`src/rtl/env_vca_pkg.sv`:
```
// Shared synth voice package: FSM encoding and default datapath widths
// used by the envelope generator and the VCA stage.
package env_vca_pkg;

  localparam int def_nbit_data = 6;
  localparam int def_nbit_smp  = 12;
  localparam int def_nbit_acc  = def_nbit_smp + def_nbit_data;

  typedef enum logic [1:0] {
    IDLE = 2'b00,
    MUL  = 2'b01,
    DONE = 2'b10
  } vca_state_t;

  // Accumulator width that can hold any sample x envelope product.
  function automatic int acc_width(input int nbit_smp, input int nbit_data);
    return nbit_smp + nbit_data;
  endfunction

endpackage

```
`src/rtl/env_vca_if.sv`:
```
// Sample/envelope bus between the oscillator/envelope side and the VCA,
// plus the scaled-sample outputs toward the mixer.
interface env_vca_if
  import env_vca_pkg::*;
#(
  parameter int nbit_data = def_nbit_data,
  parameter int nbit_smp  = def_nbit_smp
);

  logic signed [nbit_smp-1:0]  smp_in;
  logic                        smp_valid;
  logic        [nbit_data-1:0] env_in;
  logic                        env_on;
  logic signed [nbit_smp-1:0]  smp_out;
  logic                        smp_out_valid;
  logic                        busy;
  logic                        ovr;

  modport master (
    output smp_in, smp_valid, env_in, env_on,
    input  smp_out, smp_out_valid, busy, ovr
  );

  modport slave (
    input  smp_in, smp_valid, env_in, env_on,
    output smp_out, smp_out_valid, busy, ovr
  );

endinterface

```
`src/rtl/env_vca_shmul.sv`:
```
// Serial shift-add multiplier: signed sample times unsigned envelope,
// one envelope bit per step, LSB first. Result is the floored product
// divided by 2^nbit_data, available combinationally on the last step.
module env_vca_shmul
  import env_vca_pkg::*;
#(
  parameter int nbit_data = def_nbit_data,
  parameter int nbit_smp  = def_nbit_smp
) (
  input  logic                        clk,
  input  logic                        rstn,
  input  logic                        load,
  input  logic                        step,
  input  logic signed [nbit_smp-1:0]  smp_in,
  input  logic        [nbit_data-1:0] env_in,
  output logic signed [nbit_smp-1:0]  result,
  output logic                        last
);

  localparam int nbit_acc = acc_width(nbit_smp, nbit_data);
  localparam int nbit_cnt = (nbit_data > 1) ? $clog2(nbit_data) : 1;

  logic signed [nbit_smp-1:0]  smp_r;
  logic        [nbit_data-1:0] env_r;
  logic signed [nbit_acc-1:0]  acc;
  logic signed [nbit_acc-1:0]  acc_next;
  logic signed [nbit_acc-1:0]  addend;
  logic        [nbit_cnt-1:0]  cnt;

  // Partial product for the current envelope bit and the running sum.
  always_comb begin
    addend = '0;
    if (env_r[cnt])
      addend = $signed({{nbit_data{smp_r[nbit_smp-1]}}, smp_r}) <<< cnt;
    acc_next = acc + addend;
  end

  // Dropping the low nbit_data bits of a two's-complement sum is a floor.
  assign result = acc_next[nbit_acc-1:nbit_data];
  assign last   = (cnt == nbit_cnt'(nbit_data - 1));

  // Operand capture on load, accumulate and advance the bit counter on step.
  always_ff @(posedge clk or negedge rstn) begin
    if (!rstn) begin
      smp_r <= '0;
      env_r <= '0;
      acc   <= '0;
      cnt   <= '0;
    end else if (load) begin
      smp_r <= smp_in;
      env_r <= env_in;
      acc   <= '0;
      cnt   <= '0;
    end else if (step) begin
      acc <= acc_next;
      cnt <= cnt + 1'b1;
    end
  end

endmodule

```
`src/rtl/env_vca.sv`:
```
// Envelope-controlled amplifier: scales each oscillator sample by the
// envelope level and strobes the result toward the mixer/DAC path.
module env_vca
  import env_vca_pkg::*;
#(
  parameter int nbit_data = def_nbit_data,
  parameter int nbit_smp  = def_nbit_smp
) (
  input  logic       clk,
  input  logic       rstn,
  env_vca_if.slave   bus
);

  vca_state_t state;
  vca_state_t state_nxt;

  logic                        load;
  logic                        step;
  logic                        last;
  logic                        busy_c;
  logic                        valid_c;
  logic        [nbit_data-1:0] env_gated;
  logic signed [nbit_smp-1:0]  result;
  logic signed [nbit_smp-1:0]  smp_out_r;
  logic                        ovr_r;

  // A silent voice multiplies by zero regardless of the level input.
  assign env_gated = bus.env_on ? bus.env_in : '0;

  env_vca_shmul #(
    .nbit_data (nbit_data),
    .nbit_smp  (nbit_smp)
  ) u_shmul (
    .clk    (clk),
    .rstn   (rstn),
    .load   (load),
    .step   (step),
    .smp_in (bus.smp_in),
    .env_in (env_gated),
    .result (result),
    .last   (last)
  );

  // State register.
  always_ff @(posedge clk or negedge rstn) begin
    if (!rstn) state <= IDLE;
    else       state <= state_nxt;
  end

  // Next state: accept from IDLE or DONE, run nbit_data steps in MUL.
  always_comb begin
    state_nxt = IDLE;
    case (state)
      IDLE:    state_nxt = bus.smp_valid ? MUL : IDLE;
      MUL:     state_nxt = last ? DONE : MUL;
      DONE:    state_nxt = bus.smp_valid ? MUL : IDLE;
      default: state_nxt = IDLE;
    endcase
  end

  // Per-state controls and status outputs.
  always_comb begin
    load    = 1'b0;
    step    = 1'b0;
    busy_c  = 1'b0;
    valid_c = 1'b0;
    case (state)
      IDLE: load = bus.smp_valid;
      MUL: begin
        step   = 1'b1;
        busy_c = 1'b1;
      end
      DONE: begin
        valid_c = 1'b1;
        load    = bus.smp_valid;
      end
      default: ;
    endcase
  end

  // Result register and overrun flag for strobes that arrive mid-multiply.
  always_ff @(posedge clk or negedge rstn) begin
    if (!rstn) begin
      smp_out_r <= '0;
      ovr_r     <= 1'b0;
    end else begin
      ovr_r <= step & bus.smp_valid;
      if (step && last)
        smp_out_r <= result;
    end
  end

  assign bus.smp_out       = smp_out_r;
  assign bus.ovr           = ovr_r;
  assign bus.busy          = busy_c;
  assign bus.smp_out_valid = valid_c;

endmodule
```
`src/flat_wrapper.sv`:
```
// flat-port wrapper written by rule: the top's interface ports become plain ports
module env_vca_flat import env_vca_pkg::*;
#(
  parameter int nbit_data = def_nbit_data,
  parameter int nbit_smp  = def_nbit_smp
)
  (clk, rstn, bus_smp_in, bus_smp_valid, bus_env_in, bus_env_on, bus_smp_out, bus_smp_out_valid, bus_busy, bus_ovr);
  env_vca_if #(.nbit_data(nbit_data), .nbit_smp(nbit_smp)) bus_i ();
  input  logic clk;
  input  logic rstn;
  input wire logic [$bits(bus_i.smp_in)-1:0] bus_smp_in;
  input wire logic [$bits(bus_i.smp_valid)-1:0] bus_smp_valid;
  input wire logic [$bits(bus_i.env_in)-1:0] bus_env_in;
  input wire logic [$bits(bus_i.env_on)-1:0] bus_env_on;
  output wire logic [$bits(bus_i.smp_out)-1:0] bus_smp_out;
  output wire logic [$bits(bus_i.smp_out_valid)-1:0] bus_smp_out_valid;
  output wire logic [$bits(bus_i.busy)-1:0] bus_busy;
  output wire logic [$bits(bus_i.ovr)-1:0] bus_ovr;
  assign bus_i.smp_in = bus_smp_in;
  assign bus_i.smp_valid = bus_smp_valid;
  assign bus_i.env_in = bus_env_in;
  assign bus_i.env_on = bus_env_on;
  assign bus_smp_out = bus_i.smp_out;
  assign bus_smp_out_valid = bus_i.smp_out_valid;
  assign bus_busy = bus_i.busy;
  assign bus_ovr = bus_i.ovr;
  env_vca #(.nbit_data(nbit_data), .nbit_smp(nbit_smp)) u_core (.clk(clk), .rstn(rstn), .bus(bus_i));
endmodule
```
`config.mk`:
```
export PLATFORM = sky130hd
export DESIGN_NAME = env_vca_flat
export DESIGN_NICKNAME = d
export VERILOG_FILES = /design/src/rtl/env_vca_pkg.sv /design/src/rtl/env_vca_if.sv /design/src/rtl/env_vca_shmul.sv /design/src/rtl/env_vca.sv /design/src/flat_wrapper.sv
export SDC_FILE = /design/constraint.sdc
export NUM_CORES = 1
export LEC_CHECK = 0
export ABC_AREA = 0
export CAP_MARGIN = 30
export CORE_MARGIN = 2
export CORE_UTILIZATION = 35
export CTS_CLUSTER_DIAMETER = 30
export CTS_CLUSTER_SIZE = 12
export DETAILED_ROUTE_END_ITERATION = 8
export HOLD_SLACK_MARGIN = 0.08
export SYNTH_ARGS = -nofsm -noshare
export SYNTH_HDL_FRONTEND = slang
export SYNTH_SLANG_ARGS = --single-unit
export TNS_END_PERCENT = 1
```
`constraint.sdc`:
```
create_clock -name clk -period 6.4 [get_ports clk]
set_input_delay 1.28 -clock clk [delete_from_list [all_inputs] [get_ports clk]]
set_output_delay 1.28 -clock clk [all_outputs]
set_load 0.02 [all_outputs]
```
==> results.yml, run 1 <==
status:
  status: "finished, final reports clean"
min_path:
  min-delay-start: "u_core.u_shmul.env_r[5]"
  min_to: "u_core.u_shmul.env_r[5]"
  hold_class: "register to register"
  hold_depth: 2
floorplanning:
  rows: 36
  dieArea_sq_mm: 0.0106
  initial_utilization_pct: 35.6
  die_h_um: 103
  die_x_um: 103
  core_sq_mm: 0.00964
  pin_count: 37
power_and_ir_drop:
  power.internal_mw: 1.04
  power.total_mw: 1.94
  combPwrFrac_pct: 57.0
  swShare_pct: 46.5
  irDropWorstVdd_mv: 0.175
  switchingPower_mw: 0.905
  leakage_nw: 1.87
  power_density_mw_per_mm2: 489
  clockPowerShare_pct: 9.6
  pwr-share-seq_pct: 33.3
yosys:
  synth_enable_flop_cells: 0
  synth_xor_area_share_pct: 3.32
  synthesis.area_sq_mm: 0.00343
  avgSynthCellArea_sq_um: 8.42
  synth_commonest_cells: "nand2_1 (101), dfrtp_1 (54), o21ai_0 (31)"
  synth_compound_area_share_pct: 20.2
  synth_seq_area_share_pct: 39.4
  synth_top_family_by_area: "simple AND/OR/NAND/NOR gates"
  yosysTopAreaCell: "dfrtp_1"
  synth-simple-area-share_pct: 21.5
  yosys_warnings: 0
  async_flop_share_pct: 100
  synthesis.nets: 449
  synth_top_area_share_pct: 39.4
  synth.area.top_cells: "dfrtp_1 (39%), nand2_1 (11%), ha_1 (6.9%)"
  synth_most_common_cell: "nand2_1"
  ys.flop_type: "dfrtp_1"
  synthCells: 407
  synth.area.mux_share_pct: 4.86
  ys_types: 48
  synth-seq-cells: 54
  synth_fa_ha_area_share_pct: 7.52
clock_network:
  htree_levels: 2
  cts_resized: 0
  clock_sinks: 54
  cts_inserted_buffers: 5
  root_buffer: "clkbuf_8"
  cts_setup_buffers: 0
  cts.clk_slew.worst_paths_ns: 0.09
  cts_max_path_buffers: 2
  clk_latency_ns: 0.31
  cts_tree: "done"
  ctsHoldBuffers: 0
critical_path:
  cp_cell_sequence: "mux2_2 > a222oi_1 > buf_4 > nor2_1 > ha_1 > a21oi_1 > o21ai_0 > o211a_1 > o31a_1 > or3_1 > a31oi_1"
  worstSetupPathType: "register to register"
  r2r_end: "u_core.bus.smp_out[11]"
  cp_num_buf_inv: 1
  rrSetupSlack_ns: 2.46
  path_max_fanout: 23
  cp.arrival_ns: 4.17
  cp-start-kind: "register"
  critPathTopFamily: "compound AO/OA/AOI/OAI gates"
  cpPeakStageDelay_ns: 0.86
  cp_slowest_cell: "dfrtp_1"
  crit_required_ns: 6.62
  timing.rr.start: "u_core.u_shmul.cnt[0]"
  rr_worst_depth: 11
  path_depth: 11
  crit_path_end_kind: "register"
final_layout:
  final_core_util_pct: 41.2
  diodes: 0
  syn_to_final_growth_pct: 16.0
  design_area_sq_mm: 0.00397
  fillerInstances: 1009
  layout.nets: 476
  drive_gt1_share_pct: 3.92
job:
  drv_cap: 0
timing:
  tightest_slew_ns: 0.833
  fin_skew_ns: 0.0124
  max_freq_ghz: 0.254
  rsz0062_at_grt: "false"
  fin_crit_sh_pct: 61.6
  setup_viol: 0
  slew_headroom_pct: 44.5
  final.setup.tns_ns: 0
  period_minus_slack_ns: 3.94
  hold_viol_final: 0
  worst_slack_ns: 2.46
  slew_viol_final: 0
grt:
  grt.total_usage_pct: 15.1
  grt_antenna_before_repair: 0
  grt_max_degree: 55
  grt_pass1_wl_um: 12700
  overflow: 0
  grt_pass1_vias: 2702
detailed_routing:
  vias: 2853
  dr.pass1.iters: 5
  first_iter_violations: 101
  drt-total-wl_um: 7360
  drc: 0
  wl_per_cell_um: 13.0
  vias_per_cell: 5.03
  drt.antenna.violating_nets: 0
place:
  gp_congestion: 0.788
  place_ws_ns: 2.47
  port_buffers: 36
  placed_area_sq_mm: 0.00389
  hpwlAfterDp_um: 5520
==> worst min-delay path: stages (launching register included) <==
cell and delay (ns):
dfrtp_1 0.35, nand2_1 0.05, nand2_1 0.04
==> logic make-up (layout without fill, tap and decap cells) <==
group	Yosys count	count (layout)
simple gates	171	171
fa+ha+maj	20	20
xor+xnor	13	13
mux	16	16
buf+inv	27	54
compound gates	106	106
flops	54	54
==> placed cells by master, fill, tap and decap left out, types with 2 or more instances in the layout <==
master / synthesis / routed
a21o_1: 7 / 7
a22o_1: 2 / 2
ha_1: 19 / 19
and2_1: 5 / 5
nand2b_1: 3 / 3
nand2_1: 101 / 101
nand3_1: 10 / 10
mux2_2: 4 / 4
and3_1: 5 / 5
xnor2_1: 7 / 7
clkbuf_8: 0 / 5
nor2_1: 22 / 22
o21a_1: 6 / 6
o21ai_0: 31 / 31
nand4_1: 2 / 2
clkdlybuf4s50_1: 0 / 35
a211oi_1: 5 / 5
dfrtp_1: 54 / 54
xor2_1: 6 / 6
mux2i_1: 11 / 11
o31ai_1: 7 / 7
nor3_1: 13 / 13
nor2b_1: 8 / 8
o31a_1: 3 / 3
buf_4: 0 / 4
a21oi_1: 28 / 28
a31oi_1: 2 / 2
o211ai_1: 2 / 2
inv_1: 6 / 6
==> state kept, by name, summed over array words and instances, names as in the netlist <==
name	cells
u_core.u_shmul.cnt	3
u_core.bus.ovr	1
u_core.u_shmul.smp_r	12
u_core.bus.smp_out	12
u_core.u_shmul.env_r	6
u_core.u_shmul.acc	18
u_core.state	2
==> per-stage QoR <==
stage | hold WS (ns) | instances
after floorplan | 0.432 | 407
after global placement | 0.459 | 560
after detailed placement | 0.454 | 560
after CTS | 0.477 | 567
after global routing | 0.507 | 567
final | 0.469 | 567
==> power groups by stage <==
stage	registers (mW)	clock network (mW)	logic [mW]
finish	0.648	0.187	1.11
global route	0.676	0.212	1.27
CTS	0.651	0.197	1.12
detailed placement	0.657	0	1.12
global placement	0.653	0	1.09
floorplan	0.624	0	0.840
==> worst max path at each step <==
stage | startpoint | to
2_1_floorplan | u_core.u_shmul.cnt[0] | u_core.bus.smp_out[11]
3_3_place_gp | u_core.u_shmul.cnt[0] | u_core.bus.smp_out[11]
3_5_place_dp | u_core.u_shmul.cnt[0] | u_core.bus.smp_out[11]
4_1_cts | u_core.u_shmul.cnt[0] | u_core.bus.smp_out[11]
5_1_grt | u_core.u_shmul.cnt[0] | u_core.bus.smp_out[11]
6_report | u_core.u_shmul.cnt[0] | u_core.bus.smp_out[11]
==> per-layer routing <==
layer / vias up / part of all wire [%] / track usage [%]
li1: 1479 / - / -
met1: 1309 / 48 / 20.3
met2: 56 / 46 / 25.2
met3: 9 / 4.1 / 2.44
met4: 0 / 1.4 / 4.35
met5: - / 0 / 0
==> cell type report <==
type / count / area [sq um] / area share [%]
sequential: 54 / 1350 / 34.0
multi-input combinational: 326 / 1960 / 49.4
clock inverter: 1 / 7.51 / 0.189
inverter: 7 / 26.3 / 0.661
tap: 133 / 166 / 4.19
clock buffer: 6 / 72.6 / 1.83
timing repair buffer: 40 / 385 / 9.70
No activity file was read; power rests on OpenSTA's default activity.
==> run 2: changes to the inputs <==
==> constraint.sdc (replaced) <==
create_clock -name clk -period 3.6 [get_ports clk]
set_input_delay 0.72 -clock clk [delete_from_list [all_inputs] [get_ports clk]]
set_output_delay 0.72 -clock clk [all_outputs]
set_load 0.02 [all_outputs]
==> results.yml, run 2 (synthesized netlist as in run 1, its figures left out) <==
min_path:
  hold_class: "primary input to async pin"
grt:
  grt.total_usage_pct: 15.6
  grt_pass1_wl_um: 13300
  grt_pass1_vias: 2825
  grt_antenna_before_repair: 0
  overflow: 0
  grt_max_degree: 30
critical_path:
  cp.arrival_ns: 3.63
  cpPeakStageDelay_ns: 0.42
  rr_worst_depth: 11
  cp_cell_sequence: "mux2_2 > a222oi_1 > buf_4 > nor2_1 > ha_1 > and3_1 > and3_1 > o211a_1 > o31a_1 > or3_1 > a31oi_1"
  cp_num_buf_inv: 1
  cp-start-kind: "register"
  critPathTopFamily: "compound AO/OA/AOI/OAI gates"
  worstSetupPathType: "register to register"
  rrSetupSlack_ns: 0.19
  critical_path.startpoint: "u_core.u_shmul.cnt[0]"
  timing.rr.start: "u_core.u_shmul.cnt[0]"
  crit_path_end_kind: "register"
  path_depth: 11
  cp_slowest_cell: "dfrtp_1"
  r2r_end: "u_core.bus.smp_out[11]"
  crit_required_ns: 3.82
  path_max_fanout: 13
  crit_top_cell: "and3_1"
timing:
  final.setup.tns_ns: 0
  fin_skew_ns: 0.00362
  period_minus_slack_ns: 3.41
  hold_viol_final: 0
  setup_viol: 0
  fin_crit_sh_pct: 94.8
  slew_headroom_pct: 54.3
  holdWs_ns: 0.446
  max_freq_ghz: 0.293
  slew_viol_final: 0
  tightest_slew_ns: 0.685
  rsz0062_at_grt: "false"
clock_network:
  htree_levels: 2
  cts_setup_buffers: 0
  clk_latency_ns: 0.29
  cts_resized: 0
  root_buffer: "clkbuf_8"
  ctsHoldBuffers: 0
  cts_max_path_buffers: 2
  cts_inserted_buffers: 5
  cts_tree: "done"
  clock_sinks: 54
  cts.clk_slew.worst_paths_ns: 0.09
final_layout:
  syn_to_final_growth_pct: 18.1
  regMostFlops: "u_core.u_shmul.acc"
  largest_register_ffs: 18
  fillerInstances: 1015
  seqCellArea_sq_mm: 0.00135
  multi_input_comb_area_sq_mm: 0.00196
  diodes: 0
  final_common_cell: "nand2_1"
  drive_gt1_share_pct: 5.86
  layout.nets: 486
  layout_common_cells: "nand2_1 (101), dfrtp_1 (54), clkdlybuf4s50_1 (35)"
detailed_routing:
  drt.antenna.violating_nets: 0
  drt-total-wl_um: 7590
  vias_per_cell: 4.99
  vias: 2882
  dr.pass1.iters: 5
  wl_per_cell_um: 13.1
  first_iter_violations: 122
  drc: 0
power_and_ir_drop:
  power.total_mw: 3.54
  irDropWorstVdd_mv: 0.274
  leakage_nw: 1.92
  power_density_mw_per_mm2: 875
floorplanning:
  initial_utilization_pct: 35.6
  rows: 36
  pin_count: 37
  dieArea_sq_mm: 0.0106
  die_h_um: 103
  die_x_um: 103
  core_sq_mm: 0.00964
status:
  status: "finished, final reports clean"
place:
  hpwlAfterDp_um: 5800
  gp_congestion: 0.864
  port_buffers: 36
job:
  drv_cap: 0
## run 2: cell types whose count changed in the layout (fill, tap and decap cells not counted)
cell        previous run  this run
o21ai_0               31        30
buf_4                  4        13
clkbuf_1               1         2
o21ai_1                0         1
buf_6                  0         1
clkinvlp_4             1         0
## run 2: worst max-delay path by stage
stage                        endpoint  slack [ns]
2_1_floorplan  u_core.bus.smp_out[11]       0.006
3_3_place_gp   u_core.bus.smp_out[11]        0.30
3_5_place_dp   u_core.bus.smp_out[11]        0.20
4_1_cts        u_core.bus.smp_out[11]        0.19
5_1_grt        u_core.bus.smp_out[11]        0.04
6_report       u_core.bus.smp_out[11]        0.19
## run 2: per-stage QoR
step / instances / cell area, sq um / utilization (%) / setup slack, ns
floorplan: 407 / 3430 / - / 0.00560
global placement: 570 / 3970 / 41.2 / 0.303
detailed placement: 570 / 3970 / 41.2 / 0.200
CTS: 577 / 4050 / 42.0 / 0.191
global route: 577 / 4050 / 42.0 / 0.0380
finish: 577 / 4050 / 42.0 / 0.188
## run 2: report_power, final
part | switching [mW] | leakage [nW] | internal [mW]
clock | 0.187 | 0.0383 | 0.135
sequential | 0.203 | 0.681 | 0.881
combinational | 1.24 | 1.20 | 0.902
total | 1.63 | 1.92 | 1.92
## run 2: per-layer routing
| layer | part of all wire [%] | track usage [%] | vias up | routed length, um |
|---|---|---|---|---|
| met1 | 52 | 22.0 | 1328 | 3910 |
| met5 | 0 | 0 | - | 0 |
| li1 | - | - | 1501 | - |
| met4 | 0.40 | 2.43 | 0 | 30 |
| met3 | 3.2 | 2.58 | 2 | 245 |
| met2 | 45 | 25.7 | 51 | 3390 |
## run 2: cell type report
| class | instances | area share [%] |
|---|---|---|
| well taps | 133 | 4.11 |
| multi-input cells | 326 | 48.5 |
| clock buffers | 7 | 1.89 |
| repair buffers | 50 | 11.5 |
| inverters | 7 | 0.649 |
| flip-flops and latches | 54 | 33.4 |
